==> src/rtl/mem_access_unit_if.sv <==
// Byte-serial request/acknowledge bus between the MEM-stage initiator and the
// byte-wide data memory array.
interface mem_access_unit_if #(
    parameter int AW = 6
) ();
    logic          mem_req;
    logic          mem_we;
    logic [AW-1:0] mem_addr;
    logic [7:0]    mem_wdata;
    logic [7:0]    mem_rdata;
    logic          mem_ack;

    modport master (
        output mem_req, mem_we, mem_addr, mem_wdata,
        input  mem_rdata, mem_ack
    );

    modport slave (
        input  mem_req, mem_we, mem_addr, mem_wdata,
        output mem_rdata, mem_ack
    );
endinterface

==> src/rtl/mem_access_unit.sv <==
// MEM-stage initiator: turns lw/lb/lh/sw/sb/sh into big-endian byte transfers
// on a req/ack port and stalls the pipeline until the access completes.
module mem_access_unit #(
    parameter int AW       = 6,
    parameter bit SIGN_EXT = 1'b1
) (
    input  logic                      clk,
    input  logic                      reset,
    input  logic [31:0]               address,
    input  logic [1:0]                memread,
    input  logic [1:0]                memwrite,
    input  logic [31:0]               writedata,
    output logic [31:0]               read_data,
    output logic                      stall,
    output logic                      done,
    output logic                      error,
    mem_access_unit_if.master         mem
);

    localparam logic [1:0] S_IDLE = 2'd0;
    localparam logic [1:0] S_XFER = 2'd1;
    localparam logic [1:0] S_DONE = 2'd2;

    localparam logic [1:0] OP_WORD = 2'b01;
    localparam logic [1:0] OP_BYTE = 2'b10;
    localparam logic [1:0] OP_HALF = 2'b11;

    logic [1:0]    state;
    logic [AW-1:0] base;
    logic [31:0]   wdata_q;
    logic          is_store;
    logic [1:0]    size_q;
    logic [2:0]    count;
    logic [1:0]    idx;
    logic [23:0]   asm_q;

    logic          start;
    logic          conflict;
    logic          misaligned;
    logic [1:0]    op;
    logic [2:0]    req_count;
    logic          last_byte;
    logic [2:0]    byte_sel;
    logic [31:0]   shifted;
    logic [31:0]   load_value;
    logic          unused_addr;

    assign unused_addr = ^address[31:AW];

    always_comb begin
        // NOTE: every always_comb output gets a default first so no path can infer a latch.
        op         = (memread != 2'b00) ? memread : memwrite;
        start      = (memread != 2'b00) || (memwrite != 2'b00);
        conflict   = (memread != 2'b00) && (memwrite != 2'b00);
        misaligned = ((op == OP_WORD) && (address[1:0] != 2'b00)) ||
                     ((op == OP_HALF) && address[0]);
        case (op)
            OP_WORD: req_count = 3'd4;
            OP_BYTE: req_count = 3'd1;
            default: req_count = 3'd2;
        endcase

        last_byte = ({1'b0, idx} == (count - 3'd1));
        byte_sel  = count - 3'd1 - {1'b0, idx};
        shifted   = {asm_q, mem.mem_rdata};

        // Value committed on the final ack; extension uses the freshly shifted bits.
        case (size_q)
            OP_WORD: load_value = shifted;
            OP_BYTE: load_value = {{24{SIGN_EXT && shifted[7]}}, shifted[7:0]};
            OP_HALF: load_value = {{16{SIGN_EXT && shifted[15]}}, shifted[15:0]};
            default: load_value = 32'd0;
        endcase

        mem.mem_req   = (state == S_XFER);
        mem.mem_we    = (state == S_XFER) && is_store;
        mem.mem_addr  = base + AW'(idx);
        mem.mem_wdata = ((state == S_XFER) && is_store) ?
                        8'(wdata_q >> {byte_sel, 3'b000}) : 8'd0;

        stall = ((state == S_IDLE) && start) || (state == S_XFER);
        done  = (state == S_DONE);
    end

    always_ff @(posedge clk) begin
        // NOTE: sequential state uses non-blocking assignments so every register samples pre-edge values.
        if (reset) begin
            state     <= S_IDLE;
            base      <= '0;
            wdata_q   <= 32'd0;
            is_store  <= 1'b0;
            size_q    <= 2'b00;
            count     <= 3'd0;
            idx       <= 2'd0;
            asm_q     <= 24'd0;
            read_data <= 32'd0;
            error     <= 1'b0;
        end else begin
            case (state)
                S_IDLE: begin
                    if (start) begin
                        base     <= address[AW-1:0];
                        wdata_q  <= writedata;
                        is_store <= (memwrite != 2'b00);
                        size_q   <= op;
                        count    <= req_count;
                        idx      <= 2'd0;
                        asm_q    <= 24'd0;
                        error    <= conflict || misaligned;
                        if (conflict || misaligned) begin
                            read_data <= 32'd0;
                            state     <= S_DONE;
                        end else begin
                            state <= S_XFER;
                        end
                    end
                end
                S_XFER: begin
                    if (mem.mem_ack) begin
                        if (!is_store) begin
                            asm_q <= shifted[23:0];
                        end
                        if (last_byte) begin
                            state <= S_DONE;
                            if (!is_store) begin
                                read_data <= load_value;
                            end
                        end else begin
                            idx <= idx + 2'd1;
                        end
                    end
                end
                S_DONE:  state <= S_IDLE;
                default: state <= S_IDLE;
            endcase
        end
    end

endmodule

==> src/flat_wrapper.sv <==
// flat-port wrapper written by rule: the top's interface ports become plain ports
module mem_access_unit_flat 
#(
    parameter int AW       = 6,
    parameter bit SIGN_EXT = 1'b1
)
  (clk, reset, address, memread, memwrite, writedata, read_data, stall, done, error, mem_mem_req, mem_mem_we, mem_mem_addr, mem_mem_wdata, mem_mem_rdata, mem_mem_ack);
  mem_access_unit_if #(.AW(AW)) mem_i ();
  input  logic clk;
  input  logic reset;
  input  logic [31:0] address;
  input  logic [1:0] memread;
  input  logic [1:0] memwrite;
  input  logic [31:0] writedata;
  output logic [31:0] read_data;
  output logic stall;
  output logic done;
  output logic error;
  output wire logic [$bits(mem_i.mem_req)-1:0] mem_mem_req;
  output wire logic [$bits(mem_i.mem_we)-1:0] mem_mem_we;
  output wire logic [$bits(mem_i.mem_addr)-1:0] mem_mem_addr;
  output wire logic [$bits(mem_i.mem_wdata)-1:0] mem_mem_wdata;
  input wire logic [$bits(mem_i.mem_rdata)-1:0] mem_mem_rdata;
  input wire logic [$bits(mem_i.mem_ack)-1:0] mem_mem_ack;
  assign mem_mem_req = mem_i.mem_req;
  assign mem_mem_we = mem_i.mem_we;
  assign mem_mem_addr = mem_i.mem_addr;
  assign mem_mem_wdata = mem_i.mem_wdata;
  assign mem_i.mem_rdata = mem_mem_rdata;
  assign mem_i.mem_ack = mem_mem_ack;
  mem_access_unit #(.AW(AW), .SIGN_EXT(SIGN_EXT)) u_core (.clk(clk), .reset(reset), .address(address), .memread(memread), .memwrite(memwrite), .writedata(writedata), .read_data(read_data), .stall(stall), .done(done), .error(error), .mem(mem_i));
endmodule
==> config.mk <==
export PLATFORM = sky130hd
export DESIGN_NAME = mem_access_unit_flat
export DESIGN_NICKNAME = d
export VERILOG_FILES = /design/src/rtl/mem_access_unit_if.sv /design/src/rtl/mem_access_unit.sv /design/src/flat_wrapper.sv
export SDC_FILE = /design/constraint.sdc
export NUM_CORES = 1
export LEC_CHECK = 0
export CAP_MARGIN = 40
export CORE_MARGIN = 4
export CORE_UTILIZATION = 30
export CTS_CLUSTER_DIAMETER = 100
export DETAILED_ROUTE_END_ITERATION = 12
export PLACE_DENSITY_LB_ADDON = 0.15
export SYNTH_ARGS = -nofsm -noshare
export SYNTH_HDL_FRONTEND = slang
export SYNTH_SLANG_ARGS = --single-unit
==> constraint.sdc <==
create_clock -name clk -period 3.26 [get_ports clk]
set_clock_uncertainty 0.05 [all_clocks]
set_input_delay 0.815 -clock clk [delete_from_list [all_inputs] [get_ports clk]]
set_output_delay 0.815 -clock clk [all_outputs]
set_load 0.02 [all_outputs]
==> results.md, run 1 <==
- The via-per-instance ratio is 4.74.
- The required time at the worst-slack endpoint is 2.39 ns.
- The worst register-to-register path begins at u_core.count[1]$_SDFFE_PP0P_.
- Yosys instantiated no cell more often than dfxtp_1.
- Pin placement for this block handled 130 I/O pins.
- Dividing total power by cell area gives a power density of 606 nW/µm².
- The family with the most delay on the worst path is adder cells.
- Setup violations remaining at the end of the flow were counted as 0.
- The via count of the first global-routing pass came to 4033.
- Data arrives at the worst endpoint at 2.31 ns.
- Timing analysis after detailed placement gives a worst setup slack of -0.0846 ns.
- The number of synthesis warnings is 0.
- The worst setup path is captured at a primary output.
- The final-layout fill cell count is 1627.
- The worst supply voltage drop on vdd is 405 µV.
- The post-synthesis net count is 659.
- 0 antenna diodes ended up in the layout.
- The run finished with clean final reports.
- The capturing point of the worst reg2reg path is u_core.read_data[28]$_SDFFE_PP0P_.
- The area share of the largest cell type after synthesis is 0.425.
- The cell that appears most often on the critical path is inv_2.
- Of the total power, registers draw 0.385.
- For this design, the slowest cell found on the critical path is fa_1.
- Hold repair after CTS inserted 0 buffers.
- For this configuration, the core starts out at a cell density of 0.309.
- The total via count in the routed design is 4188.
- On the final layout, the worst hold slack is 0.404 ns.
- The number of endpoints with negative hold slack in the final report was 0.
- The clock share of power is 0.276.
- The type of the worst setup path is flip-flop to primary output.
- The first global-routing pass estimated 20800 µm of wire.
- The cell depth of the worst flop-to-flop path is 10.
- The root buffer cell is clkbuf_16.
- The clock period could shrink to 3.18 ns.
- For this run the aggregate overflow at the end of global routing stands at 0.
- The count of flip-flops with a built-in enable after synthesis is 0.
- The analysis attributes to cell leakage a power of 2.46 nW.
- The proportion of synthesized chip area in sequential cells is 0.425.
- Headroom to the max-slew limit came out at 0.553.
- The largest area contributor in the synthesized netlist is dfxtp_1.
- In the final layout, the share of cells above drive strength 1 is 0.133.
- The number of sinks handled by clock tree synthesis is 105.
- The tool flagged a number of max-cap violations equal to 0.
- Of the total power, the share spent switching nets is 0.340.
- The count of standard-cell rows is 46.
- The number of levels the H-tree was split into is 3.
- The clock tree from TritonCTS is yes.
- Clock-pin slew was measured on the worst setup and hold paths at 0.07 ns.
- The max-slew violation total from the final report is 0.
- The category of the worst setup path launch point is a flip-flop.
- For this run, the slowest stage of the critical path takes 0.54 ns.
- The synthesized design contains 105 register bits.
- The placer congestion estimate is 0.819.
- The number of antenna violations at the first check in global routing was 0.
- The maximum clock insertion buffer count is 2.
- The clock buffer count from CTS is 9.
- The commonest cells after synthesis are dfxtp_1 (105), nand2_1 (91), a21oi_1 (78).
- The pin count of the biggest net entering global routing is 57.
- The count of input and output buffers is 103.
- In this run the most critical hold path is launched from u_core.wdata_q[0]$_SDFFE_PP0P_.
- The analysis attributes to net switching a power of 0.00137 W.
- The total negative slack for setup checks is 0 ns.
- In the final design database the tool counted 752 nets.
- In this run the worst hold path is classified as flip-flop to flip-flop.
- The detailed-route wire length per cell is 14.4 µm.
- The internal portion of the total power is 0.00265 W.
- The initial detailed-routing violation count is 152.
- The estimated wirelength of the detail-placed design is 9310 µm.
- The netlist uses 48 different library cells.
- Of the total power, combinational logic draws 0.339.
- The floorplan step set the die height to 136 µm.
- Of all flip-flops after synthesis, the portion carrying an async set or reset was 0.
- The clock latency reported for the late side of the worst-skew pair is 0.35 ns.
- The transition time at the pin with the least slew margin is 0.670 ns.
- Walking the worst path, the cells encountered are inv_2, ha_4, inv_2, fa_1, buf_12, mux4_2, and3_1, buf_2.
- The floorplan step set the die width to 136 µm.
- Before antenna repair, the detailed router went through 4 iterations.
- The total wirelength of the detailed-routed design is 12700 µm.
- The hold-critical path depth is 2.
- Yosys attributes the largest share of cell area to dfxtp_1 (43%), a21oi_1 (7.9%), nand2_1 (6.9%).
- The part of the cycle the worst path needs is 0.975.
- The number of nets with antenna violations after routing is 0.
- For this run, the total global-route usage over all layers was measured as 0.141.
- Among all flip-flop cells after synthesis, the most frequent one is dfxtp_1.
- The path with the worst hold slack has its endpoint at u_core.wdata_q[0]$_SDFFE_PP0P_.
- In the routed design, unresolved DRC markers number 0.
- The number of buffers inserted by post-CTS setup repair is 0.
- Relative to the synthesized area, the layout overhead comes to 34.2%.
- The core region is 16000 µm².
- The worst path setup slack after routing is 0.0827 ns.
- The number of buffers and inverters on the critical path is 4.
- A synthesized cell averages 8.67 µm².
- In this run the worst path has a maximum fanout of 8.
- The area of the mapped netlist is 4940 µm².
- The slack of the worst reg-to-reg path is 0.84 ns.
- In the synthesized netlist, the number of instances is 570.
- The maximum operating frequency is 0.315 GHz.
- The die outline area is 18600 µm².
per-layer routing:
| layer | routed length [µm] | share of wire | GRT usage |
|---|---|---|---|
| met5 | 0 | 0 | 0 |
| met4 | 144 | 0.011 | 0.0392 |
| met1 | 6070 | 0.48 | 0.188 |
| met2 | 5840 | 0.46 | 0.220 |
| met3 | 694 | 0.054 | 0.0448 |
layout by cell type, fill, tap and decap left out, drive strengths merged, types with 2 or more instances in the layout:
cell type / instances
xor2: 3
nor3: 2
nor2b: 4
nand3: 9
and3: 9
inv: 14
fa: 2
nand2: 92
dlygate4sd2: 2
a21oi: 79
mux2i: 26
mux4: 8
ha: 8
a211oi: 10
clkbuf: 11
o21ai: 45
xnor2: 3
clkdlybuf4s50: 91
nor2: 8
o21ba: 2
dfxtp: 105
a21o: 2
buf: 38
nand2b: 28
clkinv: 2
and2: 19
nand4: 27
a41oi: 7
tightest hold or removal path, cell delays in order (launching register included):
cell and delay, ns:
dfxtp_1 0.31, nand2_1 0.05, a21oi_1 0.05
per-stage QoR:
step	power, W	area (µm²)	utilization	cells
finish	0.00402	6630	0.415	884
floorplan	0.00246	4940	-	570
global route	0.00426	6630	0.415	884
detailed placement	0.00294	6270	0.392	868
CTS	0.00405	6540	0.409	884
global placement	0.00290	6240	0.390	866
kinds of logic after synthesis:
kind of cell             count (synthesis)  share of synthesized area
AND/OR/NAND/NOR                        201                      0.215
AO/OA/AOI/OAI                          151                      0.173
flip-flops                             105                      0.425
buffers and inverters                   63                     0.0577
multiplexers                            34                     0.0891
adder cells (fa/ha/maj)                 10                     0.0283
XOR/XNOR                                 6                     0.0122
how the worst max path moves through the flow:
stage	startpoint	depth (start not counted)	slack (ns)	to
after floorplan	u_core.count[0]$_SDFFE_PP0P_	7	0.37	mem_mem_wdata[0]
after global placement	memread[1]	5	-0.07	stall
after detailed placement	memread[1]	5	-0.08	stall
after CTS	u_core.count[0]$_SDFFE_PP0P_	8	0.006	mem_mem_wdata[7]
after global routing	u_core.count[0]$_SDFFE_PP0P_	8	-0.001	mem_mem_wdata[3]
final	u_core.count[1]$_SDFFE_PP0P_	8	0.08	mem_mem_wdata[3]
power groups by stage:
stage	Sequential, W	Clock (W)	Combinational [W]
2_1_floorplan	0.00158	0	0.000882
3_3_place_gp	0.00157	0	0.00134
3_5_place_dp	0.00157	0	0.00137
4_1_cts	0.00154	0.00115	0.00136
5_1_grt	0.00157	0.00120	0.00149
6_report	0.00155	0.00111	0.00136
area by class of cell:
| class | instances | area, µm² | share of cell area |
|---|---|---|---|
| multi-input combinational | 402 | 2610 | 0.394 |
| clock buffer | 11 | 243 | 0.0366 |
| sequential | 105 | 2100 | 0.317 |
| timing repair buffer | 132 | 1290 | 0.195 |
| inverter | 13 | 48.8 | 0.00736 |
| clock inverter | 5 | 63.8 | 0.00962 |
| tap | 216 | 270 | 0.0407 |
flip-flops by register name, summed over array words and instances (netlist names):
name and count:
u_core.read_data 32, u_core.wdata_q 32, u_core.asm_q 24, u_core.base 6, u_core.count 3, u_core.idx 2
u_core.size_q 2, u_core.state 2, u_core.error 1, u_core.is_store 1
what timing repair did:
action                                  in CTS  in global routing
pin swaps                                    1                  6
endpoints found under the setup margin      10                  9
resized for setup                           34                 28
No activity file was read; power rests on OpenSTA's default activity.
==> run 2: changes to the inputs <==
- CORE_MARGIN: 4 -> 2
==> run 2 against run 1 <==
Net effect: combinational power about the same; die area down 5.8%; largest cell class unchanged; first-iteration DRC count up 72%.
==> results.md, run 2 (same netlist as run 1, synthesis figures left out) <==
- The run finished with clean final reports.
- The first global-routing pass estimated 21500 µm of wire.
- The worst supply voltage drop on vdd is 351 µV.
- The post-synthesis to final-layout area growth is 35.0%.
- The tree is rooted in a clkbuf_16.
- Headroom to the max-slew limit came out at 0.460.
- After detailed routing, the total wire length is 13000 µm.
- The final standard cell count with taps included and fillers excluded is 882.
- The number of hold buffers added after CTS is 0.
- The static leakage is 2.45 nW.
- The number of nets in the layout is 750.
- The H-tree was split into 3 levels.
- The number of placed instances, taps included, is 866.
- The worst hold path was traced through 2 stages.
- The pin count of the biggest net entering global routing is 82.
- The number of antenna violations at the first check in global routing is 0.
- The largest driver fanout on the critical path is 8.
- The post-route DRC violation count is 0.
- Setup repair after global routing left no endpoint under its margin.
- Counting the buffers created by CTS gives 9.
- Port buffering added 103 buffers.
- The first routing iteration left 261 violations.
- TritonCTS built the clock tree.
- The power after layout is 0.00411 W.
- The clock transition at the registers of the reported paths is 0.07 ns.
- In the layout the commonest cells are dfxtp_1 (103), clkdlybuf4s50_1 (92), nand2_1 (91), a21oi_1 (78), o21ai_0 (44).
- The origin of the worst min-delay path is u_core.wdata_q[23]$_SDFFE_PP0P_.
- The clock passes through at most 2 buffers.
- The fraction of layout cells with a size suffix above 1 is 0.132.
- The part of the cycle the worst path needs is 0.979.
- The max-slew violation total from the final report is 0.
- The via-per-instance ratio is 4.81.
- The core region is 16000 µm².
- The critical register-to-register path startpoint is u_core.count[1]$_SDFFE_PP0P_.
- The via count of the first global-routing pass is 4177.
- The max-cap check violation count is 0.
- The capturing point of the worst reg2reg path is u_core.read_data[26]$_SDFFE_PP0P_.
- The number of nets with antenna violations after routing is 0.
- The sink of the worst hold path is u_core.wdata_q[23]$_SDFFE_PP0P_.
- The number of endpoints with negative hold slack in the final report came to 0.
- STA puts the critical path data arrival time at 2.33 ns.
- In the final layout, the registers with the most flip-flops are u_core.read_data x32, u_core.wdata_q x32, u_core.asm_q x24.
- The I/O pin count is 130.
- At the end of routability-driven placement, the weighted congestion stood at 0.822.
- Measured in cells, the most critical reg-to-reg path has a length of 10.
- STA classifies the critical path startpoint as a flip-flop.
- The first TritonRoute pass finished after 4 iterations.
- The repair_antennas step left the layout with diodes totalling 0.
- In this run the worst hold path is classified as flip-flop to flip-flop.
- In this run the horizontal extent of the chip is 132 µm.
- Counting every sink on the clock net gives 105.
- The type of the worst setup path is flip-flop to primary output.
- Leaving out fill and tap cells, the most frequent cell in the layout is dfxtp_1.
- The required time at the worst-slack endpoint is 2.39 ns.
- The initial utilization of the core area, before any placement, comes to 0.309.
- The later pin in the worst-skew pair is clocked with a latency of 0.35 ns.
- The transition time at the pin with the least slew margin is 0.807 ns.
- The number of endpoints failing setup at the final stage is 0.
- Detailed placement ended at an HPWL of 9140 µm.
- The die covers 17500 µm².
- For this run, the total global-route usage over all layers was measured as 0.151.
- Power spread over the standard cell area amounts to 616 nW/µm².
- The final route contains 4241 vias.
- Dividing the detail-routed wire length by the instance count gives 14.7 µm.
- Timing would allow up to 0.313 GHz.
- The die outline height is 132 µm.
- The worst setup path is captured at a primary output.
- For this run the aggregate overflow at the end of global routing stands at 0.
- The count of standard-cell rows is 46.
- The number of setup buffers added after CTS is 0.
- For flop-to-flop paths, the worst setup slack is 0.91 ns.
- The minimum clock period is 3.19 ns.
## run 2: where the power goes
| part | total (W) | switching [W] | internal [W] |
|---|---|---|---|
| logic | 0.00138 | 0.000771 | 0.000605 |
| clock network | 0.00119 | 0.000510 | 0.000680 |
| registers | 0.00154 | 0.000109 | 0.00144 |
## run 2: what timing repair did
action	in CTS	in global routing
gates cloned	0	0
gates resized for setup	35	28
pin swaps	1	8
setup endpoints to repair	10	8
## run 2: final cells by class
class	count	area, µm²
multi-input combinational	402	2620
clock inverter	7	101
sequential	105	2100
fill	1637	9330
clock buffer	9	225
inverter	13	48.8
timing repair buffer	130	1310
tap	216	270
## run 2: worst max path at each step
| stage | from | to | slack (ns) | cells after the start |
|---|---|---|---|---|
| floorplan | u_core.count[0]$_SDFFE_PP0P_ | mem_mem_wdata[0] | 0.37 | 7 |
| global placement | memread[1] | stall | -0.07 | 5 |
| detailed placement | memread[1] | stall | -0.09 | 5 |
| CTS | u_core.count[0]$_SDFFE_PP0P_ | mem_mem_wdata[6] | 0.006 | 8 |
| global route | u_core.idx[0]$_SDFFE_PP0P_ | mem_mem_addr[2] | 0.002 | 6 |
| finish | u_core.count[1]$_SDFFE_PP0P_ | mem_mem_wdata[0] | 0.07 | 8 |
## run 2: critical path, stage by stage, from the launching register on
cell and delay, ns:
dfxtp_2 0.33, inv_1 0.06, ha_4 0.25, inv_2 0.04, fa_1 0.55, buf_12 0.14, mux4_2 0.29, and3_4 0.20
buf_6 0.12
## run 2: per-layer routing
metal | wire length [µm] | vias to the layer above | global-route usage | share of wire
met5 | 0 | - | 0 | 0
met4 | 215 | 0 | 0.0532 | 0.017
met3 | 619 | 16 | 0.0358 | 0.048
met2 | 6010 | 88 | 0.240 | 0.46
met1 | 6110 | 1954 | 0.200 | 0.47
li1 | - | 2183 | - | -
## run 2: stage by stage
| stage | instance area (µm²) | hold slack (ns) | setup WS (ns) | TNS, ns | util |
|---|---|---|---|---|---|
| floorplan | 4940 | 0.383 | 0.367 | 0 | - |
| global placement | 6250 | 0.390 | -0.0714 | -0.111 | 0.391 |
| detailed placement | 6280 | 0.397 | -0.0887 | -0.192 | 0.393 |
| CTS | 6570 | 0.408 | 0.00633 | 0 | 0.410 |
| global route | 6670 | 0.421 | 0.00188 | 0 | 0.417 |
| finish | 6670 | 0.405 | 0.0695 | 0 | 0.417 |
==> run 3: changes to the inputs <==
- CELL_PAD_IN_SITES_DETAIL_PLACEMENT: not set -> 1
- CELL_PAD_IN_SITES_GLOBAL_PLACEMENT: not set -> 1
==> run 3 against run 2 <==
Net effect: sequential share of layout area increased by 0.32 points; via count is 2.2% higher; sequential cell count did not move; hold slack gained 0.0025 ns; worst setup slack improved by 0.013 ns; critical endpoint is now mem_mem_wdata[2]; final cell count decreased by 0.23%; die area is the same; core utilization decreased by 0.42 points; power down 4.0%.
==> results.md, run 3 (same netlist as run 1, synthesis figures left out) <==
- The critical path ends at mem_mem_wdata[2].
- The global-route wire length before repair is 23400 µm.
- The cell depth of the worst flop-to-flop path is 10.
- Power spread over the standard cell area amounts to 597 nW/µm².
- For this run, global-route usage on met1 was measured as 0.203.
- The critical path is of the flip-flop to primary output type.
- The combined global-route utilization of all metal layers is 0.165.
- The I/O pin count is 130.
- In this run the horizontal extent of the chip is 132 µm.
- The run finished with clean final reports.
- The remaining global-route overflow is 0.
- The min-delay analysis places its worst path in the category flip-flop to flip-flop.
- The slowest stage of the critical path belongs to the cell fa_1.
- In this run the clock root is driven by a clkbuf_16.
- The number of levels the H-tree was split into is 3.
- For this run, the share of the core covered by cells in the final layout is 0.413.
- The switching power summed over all nets is 0.00138 W.
- The first detailed-routing pass took 6 iterations.
- The via count of the first global-routing pass came to 4660.
- The maximum operating frequency is 0.315 GHz.
- The required time at the worst-slack endpoint is 2.39 ns.
- The number of endpoints with negative hold slack in the final report came to 0.
- In the global route stage, met3 resource usage came out at 0.0350.
- Together, buffers and inverters on the worst path number 4.
- At the end of the flow, the number of nets in the layout was 750.
- The initial detailed-routing violation count is 192.
- The largest registers in the layout are u_core.read_data x32, u_core.wdata_q x32, u_core.asm_q x24.
- For the worst setup path, the data arrival time is 2.31 ns.
- Along the worst path, the maximum fanout reaches 8.
- The worst path setup slack after routing is 0.0821 ns.
- The number of antenna violations at the first check in global routing is 0.
- The placer congestion estimate is 0.786.
- The slack of the worst reg-to-reg path is 0.94 ns.
- For this block, the routed nets add up to 14200 µm of wire.
- The max-slew violation total from the final report is 0.
- After detailed routing, the average wire length per cell comes to 16.1 µm.
- Walking the worst path, the cells encountered are inv_2, ha_4, inv_2, fa_1, buf_12, mux4_2, and3_4, buf_6.
- The repair_antennas step left the layout with diodes totalling 0.
- In this run the deepest clock path goes through 2 buffers.
- Fill cells in the final layout number 1908.
- The internal portion of the total power is 0.00257 W.
- The pin count of the biggest net entering global routing is 82.
- The max-cap check violation count is 0.
- The clock share of power is 0.253.
- The floorplan step defined a die boundary enclosing 17500 µm².
- The capturing point of the worst reg2reg path is u_core.read_data[3]$_SDFFE_PP0P_.
- The critical path crosses 8 cells after its start point.
- Of the total power, combinational logic draws 0.355.
- The minimum clock period is 3.18 ns.
- The estimated wirelength of the detail-placed design is 10300 µm.
- VDD sags by at most 313 µV.
- The library cell used most frequently in the layout, excluding fill and tap cells, is dfxtp_1.
- The via-per-instance ratio is 4.93.
- The worst slew margin relative to its limit is 0.534.
- The category of the worst setup path launch point is a flip-flop.
- The post-synthesis to final-layout area growth is 33.6%.
- The fraction of layout cells with a size suffix above 1 is 0.130.
- In this design, the stage delay of the slowest critical-path cell is 0.55 ns.
- The analysis attributes to cell leakage a power of 2.44 nW.
- Dividing the final minimum period by the clock period gives 0.975.
- The number of endpoints failing setup at the final stage is 0.
- The clock transition at the registers of the reported paths is 0.06 ns.
- The initial cell density of the core is 0.309.
- Counting every sink on the clock net gives 105.
- The number of hold buffers added after CTS is 0.
- In this run the tool buffered the top-level ports with 103 buffer cells.
- The clock tree from TritonCTS is yes.
- Counting stages on the worst path, the most repeated cell is inv_2.
- In this run, CTS created clock tree buffers numbering 9.
- The layer with the highest usage is met2.
- The total via count in the routed design is 4334.
- The clock latency reported for the late side of the worst-skew pair is 0.35 ns.
- For this run, global-route usage on met2 was measured as 0.287.
- The pre-CTS setup slack is -0.0951 ns.
- The number of nets with antenna violations after routing is 0.
- The number of buffers inserted by post-CTS setup repair is 0.
- The final standard cell count with taps included and fillers excluded is 880.
- The cell family contributing the most delay on the critical path is adder cells.
- The transition time at the pin with the least slew margin is 0.699 ns.
- The region available for standard cell placement spans 16000 µm².
- The worst setup path is captured at a primary output.
- The die is 132 µm tall.
- The share of power burned in registers is 0.392.
- In the layout the commonest cells are dfxtp_1 (103), nand2_1 (91), clkdlybuf4s50_1 (91), a21oi_1 (78), o21ai_0 (44).
- Row generation in the floorplan step produced 46 rows.
- In this run the critical register-to-register path is launched from u_core.count[0]$_SDFFE_PP0P_.
- The post-route DRC violation count is 0.
- In this run the worst setup path begins at u_core.count[0]$_SDFFE_PP0P_.
- The switching power as a share of total power is 0.349.
- After detailed placement, the design holds a cell count of 866.
## run 3: how the worst min path moves through the flow
| stage | startpoint | end | slack (ns) | cells past startpoint |
|---|---|---|---|---|
| after CTS | u_core.wdata_q[0]$_SDFFE_PP0P_ | u_core.wdata_q[0]$_SDFFE_PP0P_ | 0.41 | 2 |
| after floorplan | u_core.wdata_q[24]$_SDFFE_PP0P_ | u_core.wdata_q[24]$_SDFFE_PP0P_ | 0.38 | 2 |
| after detailed placement | u_core.wdata_q[9]$_SDFFE_PP0P_ | u_core.wdata_q[9]$_SDFFE_PP0P_ | 0.40 | 2 |
| final | u_core.wdata_q[1]$_SDFFE_PP0P_ | u_core.wdata_q[1]$_SDFFE_PP0P_ | 0.41 | 2 |
| after global placement | u_core.wdata_q[20]$_SDFFE_PP0P_ | u_core.wdata_q[20]$_SDFFE_PP0P_ | 0.39 | 2 |
| after global routing | u_core.wdata_q[1]$_SDFFE_PP0P_ | u_core.wdata_q[1]$_SDFFE_PP0P_ | 0.43 | 2 |
## run 3: worst min-delay path, delay by kind of cell (launching register included)
family,cells,cell delay (ns)
compound gates,1,0.05
flops,1,0.31
simple gates,1,0.05
## run 3: routing by layer
layer,routed length [µm],share of wire
met4,201,0.014
met2,6820,0.48
met1,6640,0.47
met5,0,0
met3,544,0.038
## run 3: cell type report
type                            count  area [µm²]  share of cell area
Clock buffer                       11         243              0.0368
Inverter                           13        48.8             0.00739
Timing Repair Buffer              130        1300               0.197
Multi-Input combinational cell    402        2620               0.396
Tap cell                          216         270              0.0409
Sequential cell                   105        2100               0.319
Clock inverter                      3        18.8             0.00284
## run 3: repair_timing
action                                  in CTS  in global routing
endpoints found under the setup margin      10                  9
gates resized for setup                     34                 31
pin swaps                                    1                  5
## run 3: power groups by stage
stage	sequential, W	clock, W	combinational [W]
final	0.00155	0.000997	0.00140
after CTS	0.00155	0.00104	0.00141
after global routing	0.00157	0.00107	0.00155
after global placement	0.00157	0	0.00136
after detailed placement	0.00157	0	0.00141
after floorplan	0.00158	0	0.000882
## run 3: stage by stage
stage          cell area [µm²]  total power (W)  TNS [ns]  hold WS, ns
2_1_floorplan             4940          0.00246         0        0.383
5_1_grt                   6600          0.00419  -0.00554        0.432
6_report                  6600          0.00394         0        0.407
4_1_cts                   6500          0.00399         0        0.413
3_3_place_gp              6230          0.00292    -0.107        0.390
3_5_place_dp              6280          0.00299    -0.257        0.401
